==> config.mk <==
export PLATFORM = sky130hd
export DESIGN_NAME = z80_bus_pin_serializer_flat
export DESIGN_NICKNAME = d
export VERILOG_FILES = /design/src/rtl/z80_bus_pin_serializer_pkg.sv /design/src/rtl/z80_bus_pin_serializer_if.sv /design/src/rtl/z80_bus_pin_serializer_strobe_stretch.sv /design/src/rtl/z80_bus_pin_serializer.sv /design/src/flat_wrapper.sv
export SDC_FILE = /design/constraint.sdc
export NUM_CORES = 1
export LEC_CHECK = 0
export BUFFER_PORTS_ARGS = -buffer_cell sky130_fd_sc_hd__buf_2
export CORE_MARGIN = 5
export CORE_UTILIZATION = 50
export DETAILED_ROUTE_END_ITERATION = 16
export PLACE_DENSITY = 0.7
export SETUP_SLACK_MARGIN = 0.5
export SYNTH_ARGS = -nofsm -noshare
export SYNTH_HDL_FRONTEND = slang
export SYNTH_SLANG_ARGS = --single-unit
==> constraint.sdc <==
create_clock -name clk -period 2.5 [get_ports clk]
set_input_delay 0.5 -clock clk [delete_from_list [all_inputs] [get_ports clk]]
set_output_delay 0.5 -clock clk [all_outputs]
set_load 0.01 [all_outputs]
==> src/rtl/z80_bus_pin_serializer_pkg.sv <==
// Shared constants and helpers for the Z80 bus pin serializer slice.
package z80_bus_pkg;

  typedef logic [1:0] mode_t;

  localparam mode_t MODE_MANUAL = 2'b00;
  localparam mode_t MODE_AUTO   = 2'b01;
  localparam mode_t MODE_SNAP   = 2'b10;
  localparam mode_t MODE_RSVD   = 2'b11;

  // Bit positions inside the active-low control strobe vector
  localparam int unsigned CTRL_M1    = 0;
  localparam int unsigned CTRL_MREQ  = 1;
  localparam int unsigned CTRL_IORQ  = 2;
  localparam int unsigned CTRL_RD    = 3;
  localparam int unsigned CTRL_WR    = 4;
  localparam int unsigned CTRL_RFSH  = 5;
  localparam int unsigned CTRL_HALT  = 6;
  localparam int unsigned CTRL_BUSAK = 7;

  function automatic int unsigned nslice(input int unsigned addr_w,
                                         input int unsigned ctrl_w,
                                         input int unsigned pin_w);
    return (addr_w + ctrl_w + pin_w - 1) / pin_w;
  endfunction

  // Slice-index width, never narrower than one bit
  function automatic int unsigned sel_width(input int unsigned n);
    return (n < 2) ? 1 : $clog2(n);
  endfunction

endpackage

==> src/rtl/z80_bus_pin_serializer_if.sv <==
// Bus-side interface of the pin serializer: live CPU bus in, pin slice out.
interface z80_bus_pin_serializer_if
  import z80_bus_pkg::*;
#(
  parameter int unsigned ADDR_W = 16,
  parameter int unsigned CTRL_W = 8,
  parameter int unsigned PIN_W  = 8,
  parameter int unsigned SEL_W  = sel_width(nslice(ADDR_W, CTRL_W, PIN_W))
);

  mode_t              mode;
  logic [SEL_W-1:0]   sel;
  logic [ADDR_W-1:0]  addr_in;
  logic [CTRL_W-1:0]  ctrl_n_in;
  logic               snap_ack;
  logic [PIN_W-1:0]   pins_out;
  logic [SEL_W-1:0]   slice_o;
  logic               frame_o;
  logic               snap_valid;
  logic               overrun;

  modport master (
    output mode, sel, addr_in, ctrl_n_in, snap_ack,
    input  pins_out, slice_o, frame_o, snap_valid, overrun
  );

  modport slave (
    input  mode, sel, addr_in, ctrl_n_in, snap_ack,
    output pins_out, slice_o, frame_o, snap_valid, overrun
  );

endinterface

==> src/rtl/z80_bus_pin_serializer_strobe_stretch.sv <==
// Per-strobe pulse extender: masked active-low strobes stay low STRETCH cycles past release.
module z80_strobe_stretch #(
  parameter int unsigned       CTRL_W  = 8,
  parameter int unsigned       STRETCH = 1,
  parameter logic [CTRL_W-1:0] MASK    = 8'h0E
) (
  input  logic              clk,
  input  logic              rst,
  input  logic [CTRL_W-1:0] ctrl_n_in,
  output logic [CTRL_W-1:0] ctrl_s_c
);

  localparam int unsigned CNT_W = (STRETCH < 1) ? 1 : $clog2(STRETCH + 1);

  for (genvar gi = 0; gi < CTRL_W; gi++) begin : g_bit
    if (MASK[gi]) begin : g_str
      logic [CNT_W-1:0] cnt_q;

      // Reload while the strobe is low, count down after release
      always_ff @(posedge clk) begin
        if (rst) begin
          cnt_q <= '0;
        end else if (!ctrl_n_in[gi]) begin
          cnt_q <= CNT_W'(STRETCH);
        end else if (cnt_q != '0) begin
          cnt_q <= cnt_q - CNT_W'(1);
        end
      end

      assign ctrl_s_c[gi] = ctrl_n_in[gi] & (cnt_q == '0);
    end else begin : g_pass
      assign ctrl_s_c[gi] = ctrl_n_in[gi];
    end
  end

endmodule

==> src/rtl/z80_bus_pin_serializer.sv <==
// Packs the Z80 address bus and stretched strobes onto PIN_W pins, one slice per cycle.
module z80_bus_pin_serializer
  import z80_bus_pkg::*;
#(
  parameter int unsigned       ADDR_W       = 16,
  parameter int unsigned       CTRL_W       = 8,
  parameter int unsigned       PIN_W        = 8,
  parameter int unsigned       STRETCH      = 1,
  parameter logic [CTRL_W-1:0] STRETCH_MASK = 8'h0E,
  parameter int unsigned       TRIG_BIT     = 1
) (
  input  logic                   clk,
  input  logic                   rst,
  z80_bus_pin_serializer_if.slave bus
);

  localparam int unsigned NSLICE = nslice(ADDR_W, CTRL_W, PIN_W);
  localparam int unsigned SEL_W  = sel_width(NSLICE);
  localparam int unsigned BUS_W  = ADDR_W + CTRL_W;
  localparam int unsigned VEC_W  = NSLICE * PIN_W;

  logic [CTRL_W-1:0] ctrl_s_c;
  logic [VEC_W-1:0]  vec_c;
  logic [VEC_W-1:0]  snap_q, snap_d;
  mode_t             mode_q;
  logic [SEL_W-1:0]  scan_q, scan_d, scan_c;
  logic              prev_trig_q;
  logic              trig_c, mode_chg_c;
  logic              sv_q, sv_d, ov_q, ov_d;
  logic [PIN_W-1:0]  pins_q, pins_d;
  logic [SEL_W-1:0]  slice_q, slice_d;
  logic              frame_q, frame_d;

  z80_strobe_stretch #(
    .CTRL_W  (CTRL_W),
    .STRETCH (STRETCH),
    .MASK    (STRETCH_MASK)
  ) u_stretch (
    .clk       (clk),
    .rst       (rst),
    .ctrl_n_in (bus.ctrl_n_in),
    .ctrl_s_c  (ctrl_s_c)
  );

  // Indices past the last slice read as an idle (all-ones) slice
  function automatic logic [PIN_W-1:0] get_slice(input logic [VEC_W-1:0] v,
                                                 input logic [SEL_W-1:0] idx);
    logic [PIN_W-1:0] s;
    s = '1;
    for (int k = 0; k < NSLICE; k++) begin
      if (idx == SEL_W'(k)) s = v[k*PIN_W +: PIN_W];
    end
    return s;
  endfunction

  always_comb begin
    vec_c            = '1;
    vec_c[BUS_W-1:0] = {ctrl_s_c, bus.addr_in};
  end

  assign trig_c     = prev_trig_q & ~bus.ctrl_n_in[TRIG_BIT];
  assign mode_chg_c = (bus.mode != mode_q);
  assign scan_c     = mode_chg_c ? '0 : scan_q;

  // Slice selection and snapshot bookkeeping for the current mode
  always_comb begin
    pins_d  = '1;
    slice_d = '0;
    frame_d = 1'b0;
    scan_d  = '0;
    sv_d    = sv_q;
    ov_d    = ov_q;
    snap_d  = snap_q;

    if (mode_chg_c) begin
      sv_d = 1'b0;
      ov_d = 1'b0;
    end

    unique case (bus.mode)
      MODE_MANUAL: begin
        pins_d  = get_slice(vec_c, bus.sel);
        slice_d = bus.sel;
      end
      MODE_AUTO: begin
        pins_d  = get_slice(vec_c, scan_c);
        slice_d = scan_c;
        frame_d = (scan_c == '0);
        scan_d  = (scan_c == SEL_W'(NSLICE - 1)) ? '0 : scan_c + SEL_W'(1);
      end
      MODE_SNAP: begin
        pins_d  = get_slice(sv_q ? snap_q : vec_c, bus.sel);
        slice_d = bus.sel;
        if (!mode_chg_c) begin
          if (trig_c) begin
            if (!sv_q || bus.snap_ack) begin
              snap_d = vec_c;
              sv_d   = 1'b1;
              ov_d   = 1'b0;
            end else begin
              ov_d   = 1'b1;
            end
          end else if (bus.snap_ack) begin
            sv_d = 1'b0;
            ov_d = 1'b0;
          end
        end
      end
      default: begin
      end
    endcase
  end

  always_ff @(posedge clk) begin
    if (rst) begin
      mode_q      <= MODE_MANUAL;
      scan_q      <= '0;
      prev_trig_q <= 1'b1;
      sv_q        <= 1'b0;
      ov_q        <= 1'b0;
      snap_q      <= '1;
      pins_q      <= '1;
      slice_q     <= '0;
      frame_q     <= 1'b0;
    end else begin
      mode_q      <= bus.mode;
      scan_q      <= scan_d;
      prev_trig_q <= bus.ctrl_n_in[TRIG_BIT];
      sv_q        <= sv_d;
      ov_q        <= ov_d;
      snap_q      <= snap_d;
      pins_q      <= pins_d;
      slice_q     <= slice_d;
      frame_q     <= frame_d;
    end
  end

  assign bus.pins_out   = pins_q;
  assign bus.slice_o    = slice_q;
  assign bus.frame_o    = frame_q;
  assign bus.snap_valid = sv_q;
  assign bus.overrun    = ov_q;

endmodule

==> src/flat_wrapper.sv <==
// flat-port wrapper written by rule: the top's interface ports become plain ports
module z80_bus_pin_serializer_flat import z80_bus_pkg::*;
#(
  parameter int unsigned       ADDR_W       = 16,
  parameter int unsigned       CTRL_W       = 8,
  parameter int unsigned       PIN_W        = 8,
  parameter int unsigned       STRETCH      = 1,
  parameter logic [CTRL_W-1:0] STRETCH_MASK = 8'h0E,
  parameter int unsigned       TRIG_BIT     = 1
)
  (clk, rst, bus_mode, bus_sel, bus_addr_in, bus_ctrl_n_in, bus_snap_ack, bus_pins_out, bus_slice_o, bus_frame_o, bus_snap_valid, bus_overrun);
  z80_bus_pin_serializer_if #(.ADDR_W(ADDR_W), .CTRL_W(CTRL_W), .PIN_W(PIN_W), .SEL_W(2)) bus_i ();
  input  logic clk;
  input  logic rst;
  input wire logic [$bits(bus_i.mode)-1:0] bus_mode;
  input wire logic [$bits(bus_i.sel)-1:0] bus_sel;
  input wire logic [$bits(bus_i.addr_in)-1:0] bus_addr_in;
  input wire logic [$bits(bus_i.ctrl_n_in)-1:0] bus_ctrl_n_in;
  input wire logic [$bits(bus_i.snap_ack)-1:0] bus_snap_ack;
  output wire logic [$bits(bus_i.pins_out)-1:0] bus_pins_out;
  output wire logic [$bits(bus_i.slice_o)-1:0] bus_slice_o;
  output wire logic [$bits(bus_i.frame_o)-1:0] bus_frame_o;
  output wire logic [$bits(bus_i.snap_valid)-1:0] bus_snap_valid;
  output wire logic [$bits(bus_i.overrun)-1:0] bus_overrun;
  assign bus_i.mode = bus_mode;
  assign bus_i.sel = bus_sel;
  assign bus_i.addr_in = bus_addr_in;
  assign bus_i.ctrl_n_in = bus_ctrl_n_in;
  assign bus_i.snap_ack = bus_snap_ack;
  assign bus_pins_out = bus_i.pins_out;
  assign bus_slice_o = bus_i.slice_o;
  assign bus_frame_o = bus_i.frame_o;
  assign bus_snap_valid = bus_i.snap_valid;
  assign bus_overrun = bus_i.overrun;
  z80_bus_pin_serializer #(.ADDR_W(ADDR_W), .CTRL_W(CTRL_W), .PIN_W(PIN_W), .STRETCH(STRETCH), .STRETCH_MASK(STRETCH_MASK), .TRIG_BIT(TRIG_BIT)) u_core (.clk(clk), .rst(rst), .bus(bus_i));
endmodule
==> results of run 1 <==
-- synthesized netlist by cell type (3+ instances only) --
cell / instances
o211ai_1: 6
mux2_2: 9
a31oi_1: 3
nand2b_1: 4
nor2b_1: 8
inv_1: 27
buf_2: 5
buf_6: 4
dfxtp_1: 45
nand2_1: 7
a21oi_1: 13
ha_1: 3
clkbuf_1: 12
o221ai_1: 11
a211o_1: 23
o21ai_0: 6
nor2_1: 39
a221oi_1: 6
mux2i_1: 8
o2111ai_1: 3
nand4_1: 3
and2_1: 5
-- power groups by stage --
stage / Sequential [mW] / Clock, mW / Combinational (mW)
after floorplan: 0.777 / 0 / 0.145
after global placement: 0.771 / 0 / 0.222
after detailed placement: 0.771 / 0 / 0.225
after CTS: 0.755 / 0.467 / 0.226
after global routing: 0.758 / 0.495 / 0.250
final: 0.754 / 0.459 / 0.226
-- worst reg2reg max path, cell delays in order, from the launching register on --
cell     delay, ps
dfxtp_1        360
xnor2_4        160
and2_4         190
nand2_2        110
ha_1           470
a21oi_1        130
o21ai_0        200
nand4_1        140
-- layout by cell type, fill, tap and decap left out, types with 2 or more instances in the layout --
master and n:
nand2b_1 4, a211o_1 23, mux2i_1 8, o311ai_0 2
a21o_1 2, and2_1 4, ha_4 2, a22oi_1 2
inv_1 26, nand2_1 5, o2111ai_1 3, buf_2 43
dfxtp_1 45, clkbuf_8 6, buf_4 4, a21oi_1 13
o21ai_0 6, nand4_1 3, o221ai_1 11, nor2_1 39
a31oi_1 3, o311a_1 2, nor3b_1 2, a221oi_2 5
o211ai_1 6, nor2b_1 8, mux2_2 9
-- metal layers --
metal,GRT usage,wire [um],vias to the layer above,part of all wire
met3,0.0283,220,5,0.038
met2,0.310,2800,48,0.49
met5,0,0,-,0
li1,-,-,1038,-
met1,0.269,2670,961,0.46
met4,0.0524,55,0,0.0096
-- stage by stage --
| step | setup slack [ps] | cell area (um^2) |
|---|---|---|
| after floorplan | 501 | 2460 |
| after global placement | 282 | 2640 |
| after detailed placement | 224 | 2640 |
| after CTS | 530 | 2720 |
| after global routing | 489 | 2740 |
| final | 586 | 2740 |
-- logic make-up (layout without fill, tap and decap cells) --
family	Yosys count	after routing
AOI/OAI and AO/OA	81	81
and+or+nand+nor	74	74
buffers and inverters	50	82
DFF	45	45
muxes	17	17
adders and majority gates	3	3
xor gates and xnor gates	2	2
-- sequential cells by signal, summed over array words and instances, names as in the netlist --
name                                cells
u_core.mode_q                           2
u_core.bus.frame_o                      1
u_core.snap_q                          24
u_core.bus.overrun                      1
u_core.u_stretch.g_bit.g_str.cnt_q      3
u_core.bus.snap_valid                   1
u_core.scan_q                           2
u_core.bus.slice_o                      2
u_core.bus.pins_out                     8
u_core.prev_trig_q                      1
-- cell type report --
cell class / count / share of cell area
clock buffers: 7 / 0.0315
repair buffers: 48 / 0.0967
flip-flops and latches: 45 / 0.328
well taps: 54 / 0.0246
multi-input cells: 177 / 0.482
inverters: 27 / 0.0369
-- worst min path at each step --
stage | from | to | slack [ps] | depth (start not counted)
6_report | bus_ctrl_n_in[2] | u_core.u_stretch.g_bit[2].g_str.cnt_q$_SDFF_PP0_ | 370 | 2
5_1_grt | bus_ctrl_n_in[2] | u_core.u_stretch.g_bit[2].g_str.cnt_q$_SDFF_PP0_ | 370 | 2
4_1_cts | bus_ctrl_n_in[2] | u_core.u_stretch.g_bit[2].g_str.cnt_q$_SDFF_PP0_ | 370 | 2
3_5_place_dp | u_core.snap_q[17]$_SDFFE_PP1P_ | u_core.snap_q[17]$_SDFFE_PP1P_ | 440 | 1
3_3_place_gp | u_core.snap_q[2]$_SDFFE_PP1P_ | u_core.snap_q[2]$_SDFFE_PP1P_ | 440 | 1
2_1_floorplan | u_core.snap_q[17]$_SDFFE_PP1P_ | u_core.snap_q[17]$_SDFFE_PP1P_ | 430 | 1
-- what timing repair did --
item,CTS,global route
gates resized for setup,0,2
endpoints found under the setup margin,0,6
hold buffers,0,0
==> results.tsv, run 1 <==
metric	value	unit
Routed WL per cell	16.0	um
htree depth	2	
n_diodes	0	
Final #Nets	338	
gpl congestion	0.812	
adder and majority gate portion of the synthesized area	0.0159	
HP Class	in -> reg	
Fin. Hold Viols	0	
first-pass GRT wire length	9.50	mm
Initial Util	0.506	
Mapped Area	0.00236	mm^2
main flop type after synthesis	dfxtp_1	
CTS clk-pin slew, worst paths	80	ps
Comb pwr share	0.157	
crit start category	input pin	
Yosys top cell by area	dfxtp_1	
CP Depth	8	
status	finished, final reports clean	
Synth Register Bits	45	
Rel. slew slack	0.512	
f_max	522	MHz
CP peak stage delay	470	ps
complex-gate fraction of the synthesized area	0.266	
worst-skew pair later-pin latency	290	ps
CP bufs+invs	1	
RSZ-0062 raised after global routing	no	
P&R area growth vs syn	16.3	%
Setup CP Type	in -> reg	
CP top delay family	adder cells	
Syn Inst Count	272	
final cell count without fillers	358	
CP Capture Type	flop	
Simple-Gate Fraction of Synth Area	0.153	
most area-consuming cells after synthesis	dfxtp_1 38%, a211o_1 8.5%, nor2_1 6.2%	
slowest library cell on the worst path	ha_1	
WHS	369	ps
HPWL after DPL	3.98	mm
Synth top area share	0.382	
Final setup viols	0	
CTS max path bufs	2	
Pins Over Slew Limit	0	
via/cell ratio	5.73	
Die ar.	0.00619	mm^2
GRT Total Usage	0.192	
Core Area	0.00466	mm^2
clk_skew	6.04	ps
switch share	0.263	
Syn Area/Cell	8.68	um^2
Critical Path RT	2660	ps
FP Rows	25	
Clock power frac	0.319	
Yosys warnings	0	
first drt pass iteration count	4	
Post-synth ARST share	0	
Routed WL	5.74	mm
CP Cell Sequence	buf_2 > xnor2_4 > and2_4 > nand2_2 > ha_1 > a21oi_1 > o21ai_0 > nand4_1	
CTS tree	done	
worst-path maximum fanout	12	
Final Total Pwr	1.44	mW
Port Buf Inserts	43	
postcts setup bufs	0	
Register Area	901	um^2
Worst VDD drop	349	uV
Inst Count DP	351	
FF-to-FF End	u_core.bus.pins_out[2]$_SDFF_PP1_	
worst setup path startpoint	bus_mode[0]	
reg2reg path depth	7	
ANT nets after route	0	
crit path DAT	2070	ps
DRC errors left	0	
share of the yosys chip area belonging to registers	0.382	
maxcap violations	0	
Distinct cells, synth	39	
Final Core Density	0.589	
register-to-register setup slack	620	ps
FILL cells	436	
number of global-route vias before repair	1957	
largest family of logic cells by synthesized area	compound AO/OA/AOI/OAI gates	
final worst path period share	0.766	
area of the multi-input gates	0.00132	mm^2
TNS Setup	0	ps
internal power	1.06	mW
initial DRC count	157	
clock sink count	45	
Worst-Margin Slew	732	ps
Setup crit end	u_core.bus.pins_out[2]$_SDFF_PP1_	
clock root buffer master	clkbuf_8	
Die X	78.7	um
post-route minimum period	1910	ps
sequential power share	0.524	
Sw Pwr	0.378	mW
Via Count	2052	
post-synthesis mux area share	0.0769	
fraction of layout instances using a drive strength above 1	0.253	
Worst R2R Start	u_core.mode_q[0]$_SDFF_PP0_	
Die H	78.7	um
xor/xnor share of the synthesized area	0.0106	
EDFF count, synth	0	
largest net degree at the start of global routing	37	
initial antenna violation count	0	
CTS buffer count	5	
Synthesized Nets	306	
gr ovfl total	0	
leakage	1.14	nW
pwr/cell area	525	mW/mm^2
Ports	44	
Note: power is estimated with default switching activity, not from simulation.
==> run 2, diff against run 1 <==
==> constraint.sdc (replaced) <==
create_clock -name clk -period 1.9 [get_ports clk]
set_input_delay 0.38 -clock clk [delete_from_list [all_inputs] [get_ports clk]]
set_output_delay 0.38 -clock clk [all_outputs]
set_load 0.01 [all_outputs]
==> results.tsv, run 2 (synthesized netlist as in run 1, its figures left out) <==
metric	value	unit	change
status	finished, final reports clean		
HPWL after DPL	4.29	mm	+7.8%
RSZ-0062 raised after global routing	yes		
Clock power frac	0.361		+0.042
design area	0.00305	mm^2	+11%
n_diodes	0		unchanged
Final #Nets	360		+6.5%
Core Area	0.00466	mm^2	unchanged
Via Count	2295		+12%
Worst VDD drop	543	uV	+56%
htree depth	2		unchanged
CTS buffer count	5		unchanged
Comb pwr share	0.166		+0.009
Rel. slew slack	0.637		+0.125
Inst Count DP	362		+3.1%
Routed WL per cell	18.5	um	+15%
internal power	1.56	mW	+47%
Critical Path RT	2130	ps	-530 ps
Worst-Margin Slew	545	ps	-187 ps
switch share	0.255		-0.00773
CP Capture Type	flop		
post-route minimum period	1720	ps	
worst-path maximum fanout	8		-4
final cell count without fillers	381		+6.4%
crit start category	flop		
clock sink count	45		unchanged
Setup crit end	u_core.bus.pins_out[5]$_SDFF_PP1_		
Most Used Layer, Global Route	met2		
global-route met3 utilization	0.0510		+0.0227
first drt pass iteration count	5		+1
largest net degree at the start of global routing	25		-32%
first-pass GRT wire length	10.6	mm	+11%
Hold-fix buffers, CTS	0		unchanged
Die ar.	0.00619	mm^2	unchanged
gr ovfl total	0		unchanged
Final setup viols	0		unchanged
GRT Total Usage	0.218		+0.0259
fraction of layout instances using a drive strength above 1	0.327		+0.0739
FP Rows	25		unchanged
Ports	44		unchanged
Hold Path Depth	2		unchanged
maxcap violations	0		unchanged
worst setup path startpoint	u_core.mode_q[1]$_SDFF_PP0_		
Initial Util	0.506		unchanged
Fin. Hold Viols	0		unchanged
crit path DAT	1950	ps	-120 ps
Sw Pwr	0.535	mW	+42%
worst-skew pair later-pin latency	300	ps	about the same
Die X	78.7	um	unchanged
sequential power share	0.473		-0.051
Routed WL	7.05	mm	+23%
met2 GRT Util	0.334		+0.0246
CTS max path bufs	2		unchanged
via/cell ratio	6.02		+5.1%
Die H	78.7	um	unchanged
pwr/cell area	689	mW/mm^2	+31%
clk_skew	11.3	ps	+5.25 ps
register-to-register setup slack	180	ps	-440 ps
Reg with most FFs	u_core.snap_q		
gpl congestion	0.861		+6.0%
Worst R2R Start	u_core.mode_q[1]$_SDFF_PP0_		
Largest register FFs	24		unchanged
clock root buffer master	clkbuf_8		
setup ws final	180	ps	-406 ps
ANT nets after route	0		unchanged
leakage	1.31	nW	+15%
commonest non-fill, non-tap cells in the layout	43 x buf_2, 43 x dfxtp_1, 39 x nor2_1, 26 x inv_1, 23 x a211o_1		
initial antenna violation count	0		unchanged
Pins Over Slew Limit	0		unchanged
WHS	250	ps	-119 ps
CTS tree	done		
reg2reg path depth	9		+2
CTS clk-pin slew, worst paths	90	ps	about the same
HP Class	in -> reg		
TNS Setup	0	ps	unchanged
Final Total Pwr	2.10	mW	+46%
initial DRC count	162		+3.2%
final worst path period share	0.905		
Port Buf Inserts	43		unchanged
Setup CP Type	reg -> reg		
P&R area growth vs syn	29.2	%	
met1 Use GR	0.306		+0.0372
Final Core Density	0.654		+0.0652
FF-to-FF End	u_core.bus.pins_out[5]$_SDFF_PP1_		
f_max	581	MHz	
worst slack at placement	-33.4	ps	-258 ps
DRC errors left	0		unchanged
placed cell areas	0.00275	mm^2	+4.3%
number of global-route vias before repair	2046		+4.5%
## run 2: layout make-up
class | count | area [um^2]
Fill cell | 399 | 1610
Multi-Input combinational cell | 177 | 1360
Sequential cell | 45 | 908
Timing Repair Buffer | 70 | 497
Inverter | 27 | 104
Clock buffer | 7 | 86.3
Tap cell | 54 | 67.6
Clock inverter | 1 | 30.0
## run 2: how the worst min path moves through the flow
stage,start,to
CTS,bus_ctrl_n_in[3],u_core.u_stretch.g_bit[3].g_str.cnt_q$_SDFF_PP0_
finish,bus_ctrl_n_in[2],u_core.u_stretch.g_bit[2].g_str.cnt_q$_SDFF_PP0_
global placement,u_core.snap_q[8]$_SDFFE_PP1P_,u_core.snap_q[8]$_SDFFE_PP1P_
floorplan,u_core.snap_q[17]$_SDFFE_PP1P_,u_core.snap_q[17]$_SDFFE_PP1P_
global route,bus_ctrl_n_in[2],u_core.u_stretch.g_bit[2].g_str.cnt_q$_SDFF_PP0_
detailed placement,u_core.snap_q[2]$_SDFFE_PP1P_,u_core.snap_q[2]$_SDFFE_PP1P_
## run 2: timing repair
| action | 4_1_cts | 5_1_grt |
|---|---|---|
| setup buffers | 4 | 3 |
| gates cloned | 1 | 3 |
| resized for setup | 15 | 1 |
| endpoints found under the hold margin | 0 | 0 |
| setup endpoints to repair | 35 | 36 |
| pin swaps | 13 | 10 |
## run 2: critical path, cell delays in order (launching register included)
cell	delay [ps]
dfxtp_1	330
xnor2_2	140
and2_4	190
nand2_4	80
inv_4	40
ha_4	190
buf_8	150
a221oi_2	240
a21oi_1	70
o2111ai_1	200
## run 2: metal layers
layer	up-vias	wire length [um]
met4	0	67
met2	111	3440
met3	9	519
met1	1090	3030
li1	1085	-
met5	-	0
## run 2: power by group through the flow
stage	clock, mW	combinational, mW	sequential (mW)
finish	0.758	0.349	0.994
global route	0.812	0.377	0.997
floorplan	0	0.194	1.02
detailed placement	0	0.315	1.02
global placement	0	0.312	1.02
CTS	0.766	0.337	0.993
==> run 3, diff against run 2 <==
--- a/config.mk
+++ b/config.mk
@@ -9,6 +9,7 @@
 export CORE_MARGIN = 5
 export CORE_UTILIZATION = 50
 export DETAILED_ROUTE_END_ITERATION = 16
+export MAX_ROUTING_LAYER = met4
 export PLACE_DENSITY = 0.7
 export SETUP_SLACK_MARGIN = 0.5
 export SYNTH_ARGS = -nofsm -noshare
==> results.tsv, run 3 (synthesized netlist as in run 1, its figures left out) <==
metric	value	unit	change
Final setup viols	0		unchanged
DRC errors left	0		unchanged
htree depth	2		unchanged
Port Buf Inserts	43		unchanged
final cell count without fillers	381		unchanged
Die H	78.7	um	unchanged
commonest non-fill, non-tap cells in the layout	43 x buf_2, 43 x dfxtp_1, 39 x nor2_1, 26 x inv_1, 23 x a211o_1		
Reg with most FFs	u_core.snap_q		
CP Cell Sequence	xnor2_2 > and2_4 > nand2_4 > inv_4 > ha_4 > buf_8 > a221oi_2 > a21oi_1 > o2111ai_1		
pwr/cell area	687	mW/mm^2	-0.31%
Worst VDD drop	538	uV	-0.99%
Worst-Margin Slew	565	ps	+19.8 ps
clock sink count	45		unchanged
CTS buffer count	5		unchanged
design area	0.00305	mm^2	unchanged
gr ovfl total	0		unchanged
Via Count	2304		+0.39%
crit start category	flop		
FP Rows	25		unchanged
CP top delay family	compound AO/OA/AOI/OAI gates		
worst slack at placement	-33.4	ps	unchanged
maxcap violations	0		unchanged
via/cell ratio	6.05		+0.39%
Rel. slew slack	0.623		-0.0132
status	finished, final reports clean		
area of the multi-input gates	0.00136	mm^2	unchanged
GRT Total Usage	0.224		+0.00544
CP Depth	9		unchanged
HP Class	in -> reg		
Final Total Pwr	2.09	mW	-0.31%
first drt pass iteration count	5		unchanged
Die X	78.7	um	unchanged
gpl congestion	0.875		+1.6%
FILL cells	399		unchanged
Final #Nets	360		unchanged
worst-path maximum fanout	8		unchanged
Die ar.	0.00619	mm^2	unchanged
Fin. Hold Viols	0		unchanged
Routed WL	7.02	mm	-0.45%
Pins Over Slew Limit	0		unchanged
CTS max path bufs	2		unchanged
Ports	44		unchanged
worst setup path startpoint	u_core.mode_q[1]$_SDFF_PP0_		
post-route minimum period	1710	ps	-11.8 ps
worst-skew pair later-pin latency	300	ps	about the same
fraction of layout instances using a drive strength above 1	0.327		unchanged
Core Area	0.00466	mm^2	unchanged
CTS tree	done		
final worst path period share	0.899		-0.00620
clk_skew	11.3	ps	+0.0482 ps
ANT nets after route	0		unchanged
n_diodes	0		unchanged
Inst Count DP	362		unchanged
WHS	252	ps	+2.17 ps
Worst R2R Start	u_core.mode_q[1]$_SDFF_PP0_		
leakage	1.31	nW	unchanged
Largest register FFs	24		unchanged
crit path DAT	1930	ps	-20 ps
TNS Setup	0	ps	unchanged
initial DRC count	177		+9.3%
HPWL after DPL	4.29	mm	unchanged
first-pass GRT wire length	10.6	mm	about the same
slowest library cell on the worst path	dfxtp_1		
CP bufs+invs	2		unchanged
clock root buffer master	clkbuf_8		
P&R area growth vs syn	29.2	%	unchanged
placed cell areas	0.00275	mm^2	unchanged
Critical Path RT	2120	ps	about the same
Routed WL per cell	18.4	um	-0.45%
reg2reg path depth	9		unchanged
initial antenna violation count	0		unchanged
f_max	585	MHz	+0.69%
register-to-register setup slack	190	ps	about the same
RSZ-0062 raised after global routing	yes		
Setup crit end	u_core.bus.pins_out[5]$_SDFF_PP1_		
FF-to-FF End	u_core.bus.pins_out[5]$_SDFF_PP1_		
number of global-route vias before repair	2047		+0.049%
Setup CP Type	reg -> reg		
setup ws final	192	ps	+11.8 ps
largest net degree at the start of global routing	25		unchanged
CTS clk-pin slew, worst paths	90	ps	about the same
CP Capture Type	flop		
Initial Util	0.506		unchanged
Final Core Density	0.654		unchanged
CP peak stage delay	330	ps	about the same
Register Area	908	um^2	unchanged
run 3: layer usage:
metal / vias to the layer above / wire (um) / global-route usage
met3: 15 / 633 / 0.0510
met4: 0 / 125 / 0.0629
li1: 1087 / - / -
met2: 127 / 3390 / 0.336
met5: - / 0 / -
met1: 1075 / 2870 / 0.303
run 3: area by class of cell:
cell class                 instances  area share
tap                               54      0.0222
sequential                        45       0.298
clock inverter                     1     0.00985
timing repair buffer              70       0.163
inverter                          27      0.0341
multi-input combinational        177       0.445
clock buffer                       7      0.0283
run 3: worst min path at each step:
stage | from | endpoint | depth (start not counted)
floorplan | u_core.snap_q[17]$_SDFFE_PP1P_ | u_core.snap_q[17]$_SDFFE_PP1P_ | 1
global placement | u_core.snap_q[8]$_SDFFE_PP1P_ | u_core.snap_q[8]$_SDFFE_PP1P_ | 1
detailed placement | u_core.snap_q[2]$_SDFFE_PP1P_ | u_core.snap_q[2]$_SDFFE_PP1P_ | 1
CTS | bus_ctrl_n_in[3] | u_core.u_stretch.g_bit[3].g_str.cnt_q$_SDFF_PP0_ | 2
global route | bus_ctrl_n_in[2] | u_core.u_stretch.g_bit[2].g_str.cnt_q$_SDFF_PP0_ | 2
finish | bus_ctrl_n_in[2] | u_core.u_stretch.g_bit[2].g_str.cnt_q$_SDFF_PP0_ | 2
run 3: report_power, final:
part / switching [mW] / internal [mW]
logic: 0.190 / 0.159
registers: 0.0166 / 0.977
clock network: 0.323 / 0.429
run 3: what timing repair did:
| action | 4_1_cts | 5_1_grt |
|---|---|---|
| gates resized for setup | 15 | 1 |
| hold buffers | 0 | 0 |
| endpoints found under the setup margin | 35 | 36 |
| setup buffers | 4 | 3 |
| pin swaps | 13 | 10 |
| gates cloned | 1 | 3 |
